$ cat src/rtl/rvx_reset_conditioner.sv
// Purpose: button front-end; synchronizes and debounces a raw push-button, and stretches presses into a clean core reset.
// Latency: button_level/press_pulse follow a held input change after 2 + DEBOUNCE_CYCLES edges; reset_n_out falls one edge after press_pulse.
// Backpressure: none; there is no handshake, and presses arriving while the core is already held in reset are absorbed.
module rvx_reset_conditioner #(
   parameter int DEBOUNCE_CYCLES    = 120000,
   parameter int HOLD_CYCLES        = 16,
   parameter int BUTTON_ACTIVE_HIGH = 1
) (
   input  logic clock,
   input  logic reset_n,
   input  logic button_in,
   output logic reset_n_out,
   output logic button_level,
   output logic press_pulse
);

   // Counter widths are clamped to one bit so single-cycle settings still elaborate.
   localparam int DB_W   = (DEBOUNCE_CYCLES > 1) ? $clog2(DEBOUNCE_CYCLES) : 1;
   localparam int HOLD_W = (HOLD_CYCLES > 1) ? $clog2(HOLD_CYCLES) : 1;

   localparam logic [DB_W-1:0]   DB_LAST   = DB_W'(DEBOUNCE_CYCLES - 1);
   localparam logic [HOLD_W-1:0] HOLD_LAST = HOLD_W'(HOLD_CYCLES - 1);

   // An active-low button is flipped before the synchronizer, so every later stage sees 1 = pressed.
   localparam logic INVERT = (BUTTON_ACTIVE_HIGH == 0) ? 1'b1 : 1'b0;

   typedef enum logic [1:0] {
      ST_ASSERT       = 2'd0,
      ST_WAIT_RELEASE = 2'd1,
      ST_RUN          = 2'd2
   } state_t;

   logic              btn_p;
   logic              sync1;
   logic              sync2;
   logic [DB_W-1:0]   db_cnt;
   logic [HOLD_W-1:0] hold_cnt;
   logic [HOLD_W-1:0] hold_cnt_nxt;
   state_t            state;
   state_t            state_nxt;
   logic              reset_n_out_nxt;

   assign btn_p = button_in ^ INVERT;

   // Two-flop synchronizer for the asynchronous button pin.
   always_ff @(posedge clock) begin
      if (!reset_n) begin
         sync1 <= 1'b0;
         sync2 <= 1'b0;
      end else begin
         sync1 <= btn_p;
         sync2 <= sync1;
      end
   end

   // Debounce: the stable level flips only after DEBOUNCE_CYCLES unbroken cycles of disagreement;
   // any return to the stable value throws away the partial count.
   always_ff @(posedge clock) begin
      if (!reset_n) begin
         db_cnt       <= '0;
         button_level <= 1'b0;
         press_pulse  <= 1'b0;
      end else begin
         press_pulse <= 1'b0;
         if (sync2 == button_level) begin
            db_cnt <= '0;
         end else if (db_cnt == DB_LAST) begin
            button_level <= sync2;
            db_cnt       <= '0;
            // Only the rising flip is a press; a release flips the level silently.
            press_pulse  <= sync2;
         end else begin
            db_cnt <= db_cnt + 1'b1;
         end
      end
   end

   // Reset sequencer state, hold counter and registered core reset.
   always_ff @(posedge clock) begin
      if (!reset_n) begin
         state       <= ST_ASSERT;
         hold_cnt    <= '0;
         reset_n_out <= 1'b0;
      end else begin
         state       <= state_nxt;
         hold_cnt    <= hold_cnt_nxt;
         reset_n_out <= reset_n_out_nxt;
      end
   end

   // Next-state logic: hold the core in reset for the minimum width, then until the button is let go.
   always_comb begin
      state_nxt    = state;
      hold_cnt_nxt = hold_cnt;
      unique case (state)
         ST_ASSERT: begin
            // Presses seen here are ignored so they cannot restart the hold count.
            if (hold_cnt == HOLD_LAST) begin
               hold_cnt_nxt = '0;
               state_nxt    = button_level ? ST_WAIT_RELEASE : ST_RUN;
            end else begin
               hold_cnt_nxt = hold_cnt + 1'b1;
            end
         end
         ST_WAIT_RELEASE: begin
            if (!button_level) begin
               state_nxt = ST_RUN;
            end
         end
         ST_RUN: begin
            if (press_pulse) begin
               state_nxt    = ST_ASSERT;
               hold_cnt_nxt = '0;
            end
         end
         default: begin
            state_nxt    = ST_ASSERT;
            hold_cnt_nxt = '0;
         end
      endcase
      // The core runs only in RUN; registering the decoded next state keeps reset_n_out glitch-free.
      reset_n_out_nxt = (state_nxt == ST_RUN);
   end

endmodule
$ cat config.mk
export PLATFORM = sky130hd
export DESIGN_NAME = rvx_reset_conditioner
export DESIGN_NICKNAME = d
export VERILOG_FILES = /design/src/rtl/rvx_reset_conditioner.sv
export SDC_FILE = /design/constraint.sdc
export NUM_CORES = 1
export LEC_CHECK = 0
export ABC_AREA = 1
export CAP_MARGIN = 30
export CORE_MARGIN = 3
export CORE_UTILIZATION = 60
export DETAILED_ROUTE_END_ITERATION = 8
export HOLD_SLACK_MARGIN = 0.12
export PLACE_DENSITY = 0.77
export SYNTH_ARGS = -nofsm -noshare
export SYNTH_HDL_FRONTEND = slang
export SYNTH_SLANG_ARGS = --single-unit
export TNS_END_PERCENT = 50
$ cat constraint.sdc
create_clock -name clock -period 3 [get_ports clock]
set_input_delay 0.45 -clock clock [delete_from_list [all_inputs] [get_ports clock]]
set_output_delay 0.45 -clock clock [all_outputs]
set_load 0.01 [all_outputs]
Yosys cells after proc, flatten, opt, wreduce, memory -nomap -nowiden
Cells that the tools add are included.
{ "word_totals": {"input_bits": 3, "word_cells": 34, "output_inout_bits": 3, "reg_bits": 28} }
{ "op_classes": {"n_eq_ne": 7, "n_reduce_logical": 5, "n_addsub": 2, "bitwise_logic": 4, "n_mux": 8} }
{ "ops": {"columns": ["operator", "count"], "rows": [
  ["$add 17x1->17 const B", 1],
  ["$eq 17x17->1 const B", 1],
  ["$pmux 4 s3", 1],
  ["$mux 2", 4],
  ["$mux 4", 2],
  ["$pmux 2 s3", 1],
  ["$reduce_or 3->1", 2],
  ["$add 4x1->4 const B", 1],
  ["$eq 2x2->1 const B", 2],
  ["$eq 4x4->1 const B", 1],
  ["$not 1->1", 4],
  ["$reduce_and 2->1", 2],
  ["$eq 2x1->1 const B", 1],
  ["$logic_not 2->1", 1],
  ["$ne 2x2->1 const B", 1],
  ["$eq 1x1->1", 1]
]} }

Depth between registers and ports, before layout
Gate-level depths: netlist of the first run.
{ "depth": {"ltp_word": 4, "depth_mapped": 8} }

Least setup slack after synthesis of the first run
Ideal clock, no wire load.
{ "synth_timing": {"path_kind": "flip-flop to flip-flop", "startpoint": "register db_cnt[0]", "endpoint": "register db_cnt[11]", "t_required_ns": 2.885, "n_path_buf": 1, "t_arrival_ns": 1.177, "slack_ns": 1.708, "period_less_slack_ns": 1.292, "stages_incl_launch_ff": 8, "cell_sequence": "dfxtp_1 -> ha_1 -> nand2_1 -> nor2_4 -> nand3_2 -> nand2_2 -> buf_8 -> nor2_2"} }
{ "synth_via": {"elab_chain_cells": 2, "word_cells_on_any_way": 3, "classes_between": "add/sub (1); eq/ne (1); reduce/logical (1)"} }
{ "synth_rtl": {"columns": ["item", "line_no", "rtl"], "rows": [
  ["start: declaration", "36", "logic [DB_W-1:0] db_cnt;"],
  ["start signal: assignment", "73", "db_cnt <= db_cnt + 1'b1;"],
  ["branches (longest 2 deep; another with $add 17x1->17)", null, null]
]} }
Several ways; the timed one is not identified.
A chain may end at the register's enable or synchronous reset.

Final worst setup path of the first run
{ "layout_timing": {"startpoint": "register button_level", "endpoint": "output button_level"} }
{ "layout_lines": {"columns": ["item", "line_no", "rtl"], "rows": [
  ["start: declaration", "13", "output logic button_level,"],
  ["start signal: assignment", "68", "button_level <= sync2;"]
]} }
No word-level cell between the ends.

==> flow_results.org, run 1 <==
** Outcome
- Status :: completed

** Synthesis
- Leading post-synthesis cells by cell area :: dfxtp_1 (43%), nand2_1 (11%), nand3_1 (6.2%)
- The share of synthesized area in the top cell type comes to 0.431.
- Measured against the total synthesized area, the mux share comes to 0.
- After synthesis, the largest family of logic cells by area is simple AND/OR/NAND/NOR gates.
- Post-Synth Simple-Gate Area :: 0.350
- The share of the synthesized area in compound gates (AO/OA/AOI/OAI) was 0.0933.
- Post-Syn Nets :: about 180
- Of the total synthesized cell area, the portion taken by XOR and XNOR cells is 0.0404.
- In this run the cell area of the synthesized design comes to around 1300 sq um.
- Area share of fa/ha/maj cells after synthesis :: 0.0192
- Seq/Total Area, Yosys :: 0.431
- The synthesized design spends more area on one cell type than any other, namely dfxtp_1.
- Each instance of the synthesized netlist takes up on average around 7.4 sq um.
- Post-synthesis sequential element count :: 28
- Distinct cell type count of the synthesized netlist :: 22
- Cell count after synthesis :: between 150 and 200
- Yosys printed 0 warnings.

** CTS
- Htree depth :: 1
- Clock latency reported for the late side of the worst-skew pair :: roughly 0.33 ns
- The clock net in this run drives a total of 28 sinks.
- Counting along the longest clock path gives a buffer depth of 2.
- Hold repair after CTS inserted 0 buffers.
- The tree is rooted in a clkbuf_4.
- After clock tree synthesis, the setup repair step added 0 buffers.
- Clock slew seen by the registers of the worst setup and hold paths :: around 0.15 ns
- After clock tree synthesis, the repair step resized 0 gates.
- TritonCTS built the clock tree.
- Inserted Clock Buffers :: 3

** Timing
- Pins Over Slew Limit :: 0
- The worst pin sits at a relative slew slack of 0.689.
- At the pin with the least slew margin, the transition time is 0.462 ns.
- RSZ-0062 raised after global routing :: no
- Final worst setup slack :: approximately 1.3 ns
- Hold timing on the final database bottoms out at a slack of 0.461 ns.
- Hold Vio Cnt, Final :: 0
- Setup violations remaining at the end of the flow were counted as 0.
- Derived from the worst setup path, the maximum achievable clock frequency is 577 MHz.
- Maximum clock skew at final layout :: between 0.004 and 0.005 ns
- Summed over all failing endpoints, the final setup total negative slack is 0 ns.
- Final period utilization :: 0.578
- Clock period minus final worst setup slack :: roughly 1.7 ns

** Layout
- Final layout net count :: 190
- Area grow syn2layout :: 9.33%
- Diodes inserted :: 0
- The library cells used most frequently in the layout, excluding fill and tap cells, are nand2_1 (38), dfxtp_1 (28), nor2_1 (20), inv_1 (18), nand3_1 (16).
- Leaving out fill and tap cells, the most frequent cell in the layout is nand2_1.
- Once layout is complete, the utilization of the core stands at 0.711.
- Of the cells placed in the final design, the portion with a size suffix greater than 1 is 0.136.
- Fillers :: about 170

** Critical path
- Among all stages on the critical path, the largest delay is contributed by clkdlybuf4s50_1.
- Data arrives at the worst endpoint at around 1.3 ns.
- WS Path Type :: reg -> out
- CP Capture Type :: primary output
- The worst setup path is launched from a register.
- In this run the number of cells on the critical path is 1.
- Cell Chain, Critical Path :: clkdlybuf4s50_1
- Reg-to-reg slack, setup :: around 1.5 ns
- CP Max Fanout :: 4
- In this design, the largest share of critical-path delay is due to buffers and inverters.
- Worst r2r path cells :: 6
- The startpoint identified for the worst register-to-register timing path is db_cnt[0].
- Worst setup startpoint :: button_level
- STA puts the critical path data required time at ~2.6 ns.
- The worst register-to-register path ends at db_cnt[15].
- The number of buffers and inverters on the critical path is 1.
- In this design, the stage delay of the slowest critical-path cell is roughly 0.55 ns.

** Die
- Site row count :: 16
- I/O pins :: 6
- Area enclosed by the die boundary :: 2760 sq um
- Die Span X :: 52.6 microns
- Effective utilization at floorplan :: 0.650
- The region available for standard cell placement spans 2000 sq um.
- Die height :: about 53 microns

** Job
- Max-cap violations in this run came to 0.

** Place
- Post-DP HPWL :: approximately 1700 microns
- Worst-case setup slack after placement :: around 1.2 ns
- Total of buffers placed on input and output ports :: 5
- The congestion estimate from routability-driven global placement came to a little under 0.9.

** Hold path
- Worst hold path cell count :: 2
- Launch point of the worst hold path :: sync1
- End point of the most critical hold path :: sync2
- In this run the worst hold path is classified as reg -> reg.

** Drt
- Final antenna-violating net count :: 0
- Residual DRC :: 0
- Router iterations before antenna repair :: 4
- Summing over every cut layer, the via total after detailed routing is 1,110.
- Using the TritonRoute via totals, the vias-per-cell ratio works out to 5.26.
- After the first detailed-routing iteration, the DRC count stood at 20.
- Final wirelength :: ~2300 microns
- In the final routed layout, each cell accounts on average for about 11 microns.

** Global route
- Number of global-route vias before repair :: 987
- The first global-routing pass estimated roughly 4100 microns of wire.
- Entering global routing, the biggest net connects 18 pins.
- Global routing finished with a remaining overflow of 0.
- For this run, the total global-route usage over all layers was measured as 0.198.
- Antenna violations before repair :: 0

** Power and ir drop
- Static Leak :: 0.437 nW
- Across the VDD grid, the largest voltage drop is 0.000349 V.
- Ratio of total power to cell area :: between 400 and 500 nW/um^2
- Summing internal, switching and leakage power gives between 0.0006 and 0.0007 W.
tightest hold or removal path: cells and delay by family, from the launching register on:
kind | cells | cell delay, ns
buf+inv | 1 | 0.04
flops | 1 | 0.33
simple gates | 1 | 0.07
worst max-delay path by stage:
stage	end	slack (ns)
detailed placement	db_cnt[15]	1.16
finish	button_level	1.27
global route	button_level	1.20
global placement	db_cnt[8]	1.21
floorplan	db_cnt[11]	1.71
CTS	button_level	1.26
synthesized netlist by cell type:
| library cell | count |
|---|---|
| xnor2_1 | 2 |
| xor2_1 | 4 |
| inv_2 | 1 |
| inv_1 | 18 |
| a21oi_2 | 3 |
| or2_0 | 1 |
| nand3b_1 | 1 |
| or2_2 | 1 |
| nand2_1 | 38 |
| nand3_1 | 16 |
| nand2_2 | 2 |
| nor2_2 | 12 |
| o21ai_0 | 5 |
| nand3_2 | 1 |
| nor2_4 | 1 |
| buf_8 | 1 |
| a21oi_1 | 14 |
| nor3_1 | 2 |
| nor2_1 | 20 |
| ha_1 | 2 |
| nand4_1 | 3 |
| dfxtp_1 | 28 |
cell families (layout without fill, tap and decap cells):
kind of cell               count (synthesis)  after routing
and+or+nand+nor                           98             98
xor gates and xnor gates                   6              6
adders and majority gates                  2              2
AOI/OAI and AO/OA                         22             22
DFF                                       28             28
buffers and inverters                     20             28
flip-flops by register name (all words and copies together), names as in the netlist:
signal and flops:
state 2, reset_n_out 1, sync2 1, sync1 1, press_pulse 1, button_level 1
db_cnt 17, hold_cnt 4
power breakdown:
group	total (W)	switching [W]	internal, W
Clock	0.000245	0.000109	0.000135
Sequential	0.000381	0.00000364	0.000377
Combinational	0.0000177	0.00000957	0.00000812
Total	0.000643	0.000123	0.000521
per-layer routing:
metal  track usage  up-vias  share of wire
met3        0.0342        7          0.020
met2         0.300       16           0.45
li1              -      578              -
met5             0        -              0
met1         0.272      509           0.50
met4        0.0894        0          0.024
final cells by class:
cell class / instances / area, sq um / share of cell area
inverter: 19 / 71.3 / 0.0501
clock buffer: 3 / 22.5 / 0.0158
timing repair buffer: 5 / 50.0 / 0.0352
tap: 27 / 33.8 / 0.0237
clock inverter: 1 / 30.0 / 0.0211
multi-input combinational: 128 / 654 / 0.460
sequential: 28 / 561 / 0.394
stage by stage:
step	cell area, sq um	cells
after floorplan	1300	176
after global placement	1370	207
after detailed placement	1370	207
after CTS	1420	211
after global routing	1420	211
final	1420	211
Note: power is estimated with default switching activity, not from simulation.
==> run 2, diff against run 1 <==
- CORE_UTILIZATION: 60 -> 58
- PLACE_DENSITY: 0.77 -> 0.75
- clock period: 3 -> 1.8 ns (I/O delays scaled with it)
==> flow_results.org, run 2 (same netlist as run 1, synthesis figures left out) <==
** Critical path
- R2R Path Start :: db_cnt[0] (unchanged)
- Worst reg2reg endpoint :: db_cnt[10] (was db_cnt[15])
- The critical path capture point type is a register (was primary output).
- The critical setup path kind is reg -> reg (was reg -> out).
- Cell Chain, Critical Path: ha_1, nand2_1, nor2_4, nand3_2, nand2_2, a21oi_1 (was clkdlybuf4s50_1).
- The top cell family by delay on the critical path is simple AND/OR/NAND/NOR gates (was buffers and inverters).
- The total buffers and inverters traversed by the critical path came to 0 (was 1).
- Reg-to-reg slack, setup :: 0.26 ns (was 1.45 ns)
- Worst stage delay on the critical path :: 0.39 ns (was 0.55 ns)
- The biggest fanout along the worst timing path was 17 (was 4).
- The worst reg2reg path depth was 6 (unchanged).
- The required arrival time at the worst endpoint was 2.01 ns (was 2.55 ns).
- The startpoint type of the worst setup path was a register (unchanged).
- The critical-path cell with the highest stage delay was dfxtp_1 (was clkdlybuf4s50_1).
- The arrival time at the worst endpoint was 1.75 ns (was 1.28 ns).

** Die
- The x dimension of the die came to 53.4 microns (was 52.6 microns).
- Die height :: 53.4 microns (was 52.6 microns)
- The placement row count is 16 (unchanged).
- The area of the placeable core came to 2040 sq um (was 2000 sq um).
- Area enclosed by the die boundary :: 2850 sq um (was 2760 sq um)
- The initial core utilization is 0.637 (was 0.650).
- I/O pins :: 6 (unchanged)

** Drt
- The first-pass detailed-route iteration total is 4 (unchanged).
- Average detailed-routed wire length per instance :: 11.1 microns (was 10.7 microns)
- First-iteration detailed-routing DRC count :: 24 (was 20)
- Final wirelength :: 2350 microns (was 2250 microns)
- Total number of vias :: 1,110 (unchanged)
- Number of vias per cell after detailed routing :: 5.26 (unchanged)
- Final antenna-violating net count :: 0 (unchanged)
- The number of remaining DRC errors was 0 (unchanged).

** Timing
- RSZ-0062 raised after global routing :: no (unchanged)
- Max Fclk :: roughly 650 MHz
- Hold Vio Cnt, Final :: 0 (unchanged)
- Maximum clock skew at final layout :: 0.00911 ns (was 0.00481 ns)
- The worst-margin pin slew was 0.444 ns (was 0.462 ns).
- The worst path in the final design needs a cycle of 1.54 ns, including I/O delays and setup.
- Final count of negative-setup-slack endpoints :: 0 (unchanged)
- The final worst-path setup slack is 0.262 ns (was 1.27 ns).
- Of the available clock period, the critical path in the final layout requires 0.854.
- The sum of negative setup slack came to 0 ns (unchanged).
- The count of final max-slew check failures was 0 (unchanged).
- Relative max-transition margin :: 0.703 (was 0.689)

** Layout
- Area grow syn2layout :: 8.08% (was 9.33%)
- Leading cell type in the layout, fill and taps excluded :: nand2_1 (unchanged)
- Max reg flops :: 17 (unchanged)
- The number of nets at the end of the flow is 190 (unchanged).
- Biggest regs :: db_cnt (17), hold_cnt (4), state (2) (unchanged)
- The count of inserted antenna diode cells was 0 (unchanged).
- The fraction of final layout cells sized beyond drive strength 1 is 0.136 (unchanged).
- The register name with the most flops is db_cnt (unchanged).
- Most used cells in the layout excluding fill and tap cells :: nand2_1 (38), dfxtp_1 (28), nor2_1 (20), inv_1 (18), nand3_1 (16) (unchanged)

** Place
- Worst-case setup slack after placement :: 0.103 ns (was 1.16 ns)
- The number of port buffers is 5 (unchanged).
- The sum of net half-perimeters after detailed placement is 1720 microns (was 1700 microns).
- Gpl congestion :: 0.766 (was 0.866)

** CTS
- Worst-case clock buffer depth :: 2 (unchanged)
- Cell at the root of the clock tree :: clkbuf_4 (unchanged)
- The clock input transition at the sequential cells of the worst setup and hold paths came to 0.15 ns (about the same).
- The number of clock buffers inserted by TritonCTS was 3 (unchanged).
- Clock tree from TritonCTS :: yes (unchanged)
- The quantity of hold-fixing buffers added after cts came to 0 (unchanged).
- The number of levels in the clock H-tree came to 1 (unchanged).
- CTS sink count :: 28 (unchanged)
- The post-CTS setup-driven buffer insertion count is 0 (unchanged).
- The clock latency at the later pin of the worst-skew pair came to 0.33 ns (about the same).
- The total of cells resized after clock tree synthesis was 0 (unchanged).

** Hold path
- The path class of the lowest-slack min-delay path is reg -> reg (unchanged).
- The destination of the worst hold path is sync2 (unchanged).
- Worst hold path cell count :: 2 (unchanged)
- The source of the worst hold timing path is sync1 (unchanged).

** Global route
- The wire length of the first global-routing pass is 4060 microns (was 4090 microns).
- Antenna violations before repair :: 0 (unchanged)
- GRT Util Overall :: 0.191 (was 0.198)
- The maximum number of pins on one net before global-route repair came to 18 (unchanged).
- The sum of overflow across all layers after global routing was 0 (unchanged).
- Number of global-route vias before repair :: 1,012 (was 987)

** Outcome
- Status: completed (unchanged).

** Power and ir drop
- IR drop worst, VDD :: 0.000576 V (was 0.000349 V)
- The standby leakage power is 0.430 nW (was 0.437 nW).
- The areal power density over the cells came to 689 nW/um^2 (was 452 nW/um^2).

** Job
- The number of max-cap violations is 0 (unchanged).
run 2: changes by cell type in the layout (fill, tap and decap cells not counted):
cell	previous run	this run
clkbuf_8	0	1
bufinv_16	1	0
run 2: worst max-delay path by stage:
stage                   start          to  slack (ns)  cells after the start
CTS                 db_cnt[0]  db_cnt[10]        0.25                      6
finish              db_cnt[0]  db_cnt[10]        0.26                      6
global placement      reset_n   db_cnt[8]        0.17                      5
detailed placement    reset_n  db_cnt[10]        0.10                      5
global route        db_cnt[0]  db_cnt[10]        0.14                      6
floorplan           db_cnt[0]  db_cnt[11]        0.51                      7
run 2: through the flow:
stage / power [W] / hold WS, ns / std cells / area [sq um] / util
2_1_floorplan: 0.000670 / 0.363 / 176 / 1300 / -
3_3_place_gp: 0.000677 / 0.404 / 207 / 1370 / 0.671
3_5_place_dp: 0.000678 / 0.411 / 207 / 1370 / 0.671
4_1_cts: 0.000976 / 0.437 / 211 / 1410 / 0.689
5_1_grt: 0.00101 / 0.459 / 211 / 1410 / 0.689
6_report: 0.000969 / 0.430 / 211 / 1410 / 0.689
run 2: where the power goes:
part           switching (W)  internal [W]
clock               0.000180      0.000124
sequential        0.00000700      0.000629
combinational      0.0000159     0.0000135
run 2: final cells by class:
| cell class | instances | area (sq um) |
|---|---|---|
| clock buffer | 4 | 36.3 |
| timing repair buffer | 5 | 50.0 |
| inverter | 19 | 71.3 |
| fill | 195 | 636 |
| multi-input combinational | 128 | 654 |
| sequential | 28 | 561 |
| tap | 27 | 33.8 |
run 2: worst register-to-register path: stages (launching register included):
cell and delay [ns]:
dfxtp_1 0.39, ha_1 0.20, nand2_1 0.11, nor2_4 0.16
nand3_2 0.11, nand2_2 0.36, a21oi_1 0.10
run 2: layer usage:
layer	wire [microns]	track usage
met3	69	0.0254
met1	1170	0.238
met5	0	0
met2	1090	0.329
met4	23	0.0723
==> run 3, diff against run 2 <==
--- a/config.mk
+++ b/config.mk
@@ -6,11 +6,9 @@
 export NUM_CORES = 1
 export LEC_CHECK = 0
-export ABC_AREA = 1
-export CAP_MARGIN = 30
 export CORE_MARGIN = 3
-export CORE_UTILIZATION = 58
+export CORE_UTILIZATION = 57
 export DETAILED_ROUTE_END_ITERATION = 8
 export HOLD_SLACK_MARGIN = 0.12
-export PLACE_DENSITY = 0.75
+export PLACE_DENSITY = 0.74
 export SYNTH_ARGS = -nofsm -noshare
 export SYNTH_HDL_FRONTEND = slang
==> constraint.sdc (replaced) <==
create_clock -name clock -period 1.8 [get_ports clock]
set_input_delay 0.36 -clock clock [delete_from_list [all_inputs] [get_ports clock]]
set_output_delay 0.36 -clock clock [all_outputs]
set_load 0.01 [all_outputs]
==> flow_results.org, run 3 <==
** Outcome
- Status :: completed (unchanged)

** Global route
- GR Overflow Total :: 0 (unchanged)
- Pin count of the biggest net entering global routing :: 17 (was 18)
- Number of global-route vias before repair :: 912 (was 1,012)
- The number of antenna violations at the first check in global routing came to 0 (unchanged).
- The all-layer global routing usage was 0.194 (was 0.191).
- Global-route wire length before repair :: 4040 microns (was 4060 microns)

** Place
- Total of buffers placed on input and output ports :: 5 (unchanged)
- Worst-case setup slack after placement :: 0.179 ns (was 0.103 ns)
- The routability congestion estimate came to 0.755 (was 0.766).
- Total cell area at the placement stage :: 1330 sq um (was 1370 sq um)
- The sum of net half-perimeters after detailed placement is 1610 microns (was 1720 microns).

** CTS
- The clock latency at the later pin of the worst-skew pair was 0.32 ns (was 0.33 ns).
- The total of cells resized after clock tree synthesis came to 0 (unchanged).
- CTS sink count :: 28 (unchanged)
- Total of hold buffers inserted after clock tree synthesis :: 0 (unchanged)
- Inserted Clock Buffers :: 3 (unchanged)
- Worst-case clock buffer depth :: 2 (unchanged)
- The clock input transition at the sequential cells of the worst setup and hold paths is 0.15 ns (about the same).
- The cell chosen for the clock root was clkbuf_4 (unchanged).
- The post-CTS setup-driven buffer insertion count is 0 (unchanged).
- The TritonCTS clock tree is yes (unchanged).
- The number of levels in the clock H-tree came to 1 (unchanged).

** Synthesis
- Total of warnings raised by yosys :: 0 (unchanged)
- The synthesized netlist net count came to 145 (was 181).
- The cell area after synthesis was 1240 sq um (was 1300 sq um).
- Leading post-synthesis cells by cell area :: dfxtp_1 (45%), xnor2_1 (9.9%), nor2_1 (7.3%) (was dfxtp_1 (43%), nand2_1 (11%), nand3_1 (6.2%))
- List of most frequent post-synthesis cells :: dfxtp_1 (28), nor2_1 (24), xnor2_1 (14) (was nand2_1 (38), dfxtp_1 (28), nor2_1 (20))
- The portion of the post-synthesis area used by sequential elements came to 0.452 (was 0.431).
- The number of synthesized flops with an enable pin was 0 (unchanged).
- The cell taking the most area after synthesis is dfxtp_1 (unchanged).
- The number of storage elements in the synthesis netlist is 28 (unchanged).
- Ys async rst share :: 0 (unchanged)
- Post-synth top flop :: dfxtp_1 (unchanged)
- The mean instance size in the synthesized netlist is 8.86 sq um (was 7.39 sq um).
- Cell count after synthesis :: 140 (was 176)
- The most frequent cell after synthesis was dfxtp_1 (was nand2_1).
- The count of unique library cells instantiated by Yosys is 30 (was 22).
- Synth top area share :: 0.452 (was 0.431)

** Critical path
- WS Path Type :: reg -> out (was reg -> reg)
- CP Capture Type :: primary output (was register)
- The highest cell delay on the worst timing path is 0.57 ns (was 0.39 ns).
- The critical-path cell with the highest stage delay is clkdlybuf4s50_1 (was dfxtp_1).
- The top cell family by delay on the critical path is buffers and inverters (was simple AND/OR/NAND/NOR gates).
- Setup crit start kind :: register (unchanged)
- Worst path arrival time :: 1.35 ns (was 1.75 ns)
- The biggest fanout along the worst timing path is 5 (was 17).
- Cell Chain, Critical Path: clkdlybuf4s50_1 (was ha_1, nand2_1, nor2_4, nand3_2, nand2_2, a21oi_1).
- Crit path buf inv count :: 1 (was 0)
- Reg-to-reg slack, setup :: 0.16 ns (was 0.26 ns)
- Critical Path RT :: 1.44 ns (was 2.01 ns)

** Die
- The initial core utilization was 0.619 (was 0.637).
- The number of placed I/O pins came to 6 (unchanged).
- The area of the placeable core came to 2000 sq um (was 2040 sq um).
- Site row count :: 16 (unchanged)
- Area enclosed by the die boundary :: 2770 sq um (was 2850 sq um)
- The vertical die dimension came to 52.6 microns (was 53.4 microns).
- Die Span X :: 52.6 microns (was 53.4 microns)

** Timing
- The count of final max-slew check failures is 0 (unchanged).
- The worst clock skew on the final layout came to 0.00384 ns (was 0.00911 ns).
- RSZ-0062 raised after global routing :: no (unchanged)
- The final clock period utilization by the worst path was 0.952 (was 0.854).
- The setup-violating endpoint count in the final report was 0 (unchanged).
- The shortest clock period the worst path allows after layout is 1.71 ns (was 1.54 ns).
- Measured slew at the worst slew-check pin :: 0.391 ns (was 0.444 ns)
- The number of hold violations in the final report was 0 (unchanged).
- The sum of negative setup slack came to 0 ns (unchanged).
- The fmax was 584 MHz (was 650 MHz).
- Final worst setup slack :: 0.0872 ns (was 0.262 ns)
- The worst max-slew margin expressed relative to the limit came to 0.737 (was 0.703).

** Layout
- Share of cells above drive strength 1 :: 0.0544 (was 0.136)
- Diodes inserted :: 0 (unchanged)
- Area grow syn2layout :: 11.4% (was 8.08%)
- The register name with the most flops is db_cnt (unchanged).
- The sequential cell area in the final layout came to 561 sq um (unchanged).
- The most common cell after layout, fill and taps aside was dfxtp_1 (was nand2_1).
- The number of flip-flops in the largest register is 17 (unchanged).
- Fillers :: 184 (was 195)
- Biggest regs: db_cnt (17), hold_cnt (4), state (2) (unchanged).
- The cell area after layout was 1380 sq um (was 1410 sq um).
- The number of nets at the end of the flow came to 153 (was 190).
- Most used cells in the layout excluding fill and tap cells: dfxtp_1 (28), nor2_1 (24), xnor2_1 (14), nand3_1 (9) (was nand2_1 (38), dfxtp_1 (28), nor2_1 (20), inv_1 (18), nand3_1 (16)).
- Area taken by multi-input logic gates :: 649 sq um (was 654 sq um)
- Final design utilization :: 0.690 (was 0.689)

** Drt
- Final wirelength :: 2260 microns (was 2350 microns)
- The number of remaining DRC errors is 0 (unchanged).
- Final antenna-violating net count :: 0 (unchanged)
- The post-detailed-route wirelength per cell is 13.0 microns (was 11.1 microns).
- Total number of vias :: 959 (was 1,110)
- The first-pass detailed-route iteration total came to 4 (unchanged).
- The per-cell via count in the routed design was 5.51 (was 5.26).
- The violation count after the first detailed-route iteration came to 15 (was 24).

** Power and ir drop
- Total design power :: 0.00108 W (was 0.000969 W)
- Ratio of total power to cell area :: 782 nW/um^2 (was 689 nW/um^2)
- IR drop worst, VDD :: 0.000645 V (was 0.000576 V)
- The standby leakage power was 0.449 nW (was 0.430 nW).

** Job
- The number of max-cap violations came to 0 (unchanged).

** Hold path
- Worst min-delay path category :: reg -> reg (unchanged)
run 3: cells by family after synthesis:
group,after synthesis,share of synthesized area
and+or+nand+nor,76,0.316
DFF,28,0.452
adders and majority gates,2,0.0202
buffers and inverters,6,0.0242
xor gates and xnor gates,16,0.113
muxes,2,0.0161
AOI/OAI and AO/OA,10,0.0585
run 3: path summary, 6_finish.rpt:
check                             startpoint      endpoint  depth (start not counted)
worst min register to register         sync1         sync2                          1
worst max-delay path            button_level  button_level                          1
worst min-delay path                   sync1         sync2                          1
worst max register to register     db_cnt[0]     db_cnt[9]                          6
run 3: through the flow:
stage | hold WS [ns] | instances
after CTS | 0.474 | 174
after detailed placement | 0.436 | 170
after global placement | 0.421 | 170
after floorplan | 0.412 | 140
after global routing | 0.489 | 174
final | 0.463 | 174
run 3: worst reg2reg max path: stages (launching register included):
cell and delay (ns):
dfxtp_1 0.41, ha_1 0.24, nand4_2 0.20, or2_1 0.31
o21ai_4 0.18, buf_12 0.15, nor2_1 0.07
run 3: per-layer routing:
layer | wire length, microns | up-vias | global-route usage
met5 | 0 | - | 0
met4 | 42 | 0 | 0.0596
met3 | 87 | 6 | 0.0456
met2 | 1010 | 21 | 0.298
met1 | 1120 | 429 | 0.267
li1 | - | 503 | -
run 3: layout make-up:
class	instances	area share
Sequential cell	28	0.406
Clock buffer	3	0.0163
Timing Repair Buffer	7	0.0562
Inverter	2	0.00543
Clock inverter	1	0.0217
Tap cell	27	0.0245
Multi-Input combinational cell	106	0.470
run 3: power by group:
| part | internal, W | switching (W) |
|---|---|---|
| Combinational | 0.0000190 | 0.0000146 |
| Sequential | 0.000628 | 0.00000672 |
| Clock | 0.000225 | 0.000187 |
| Total | 0.000873 | 0.000208 |
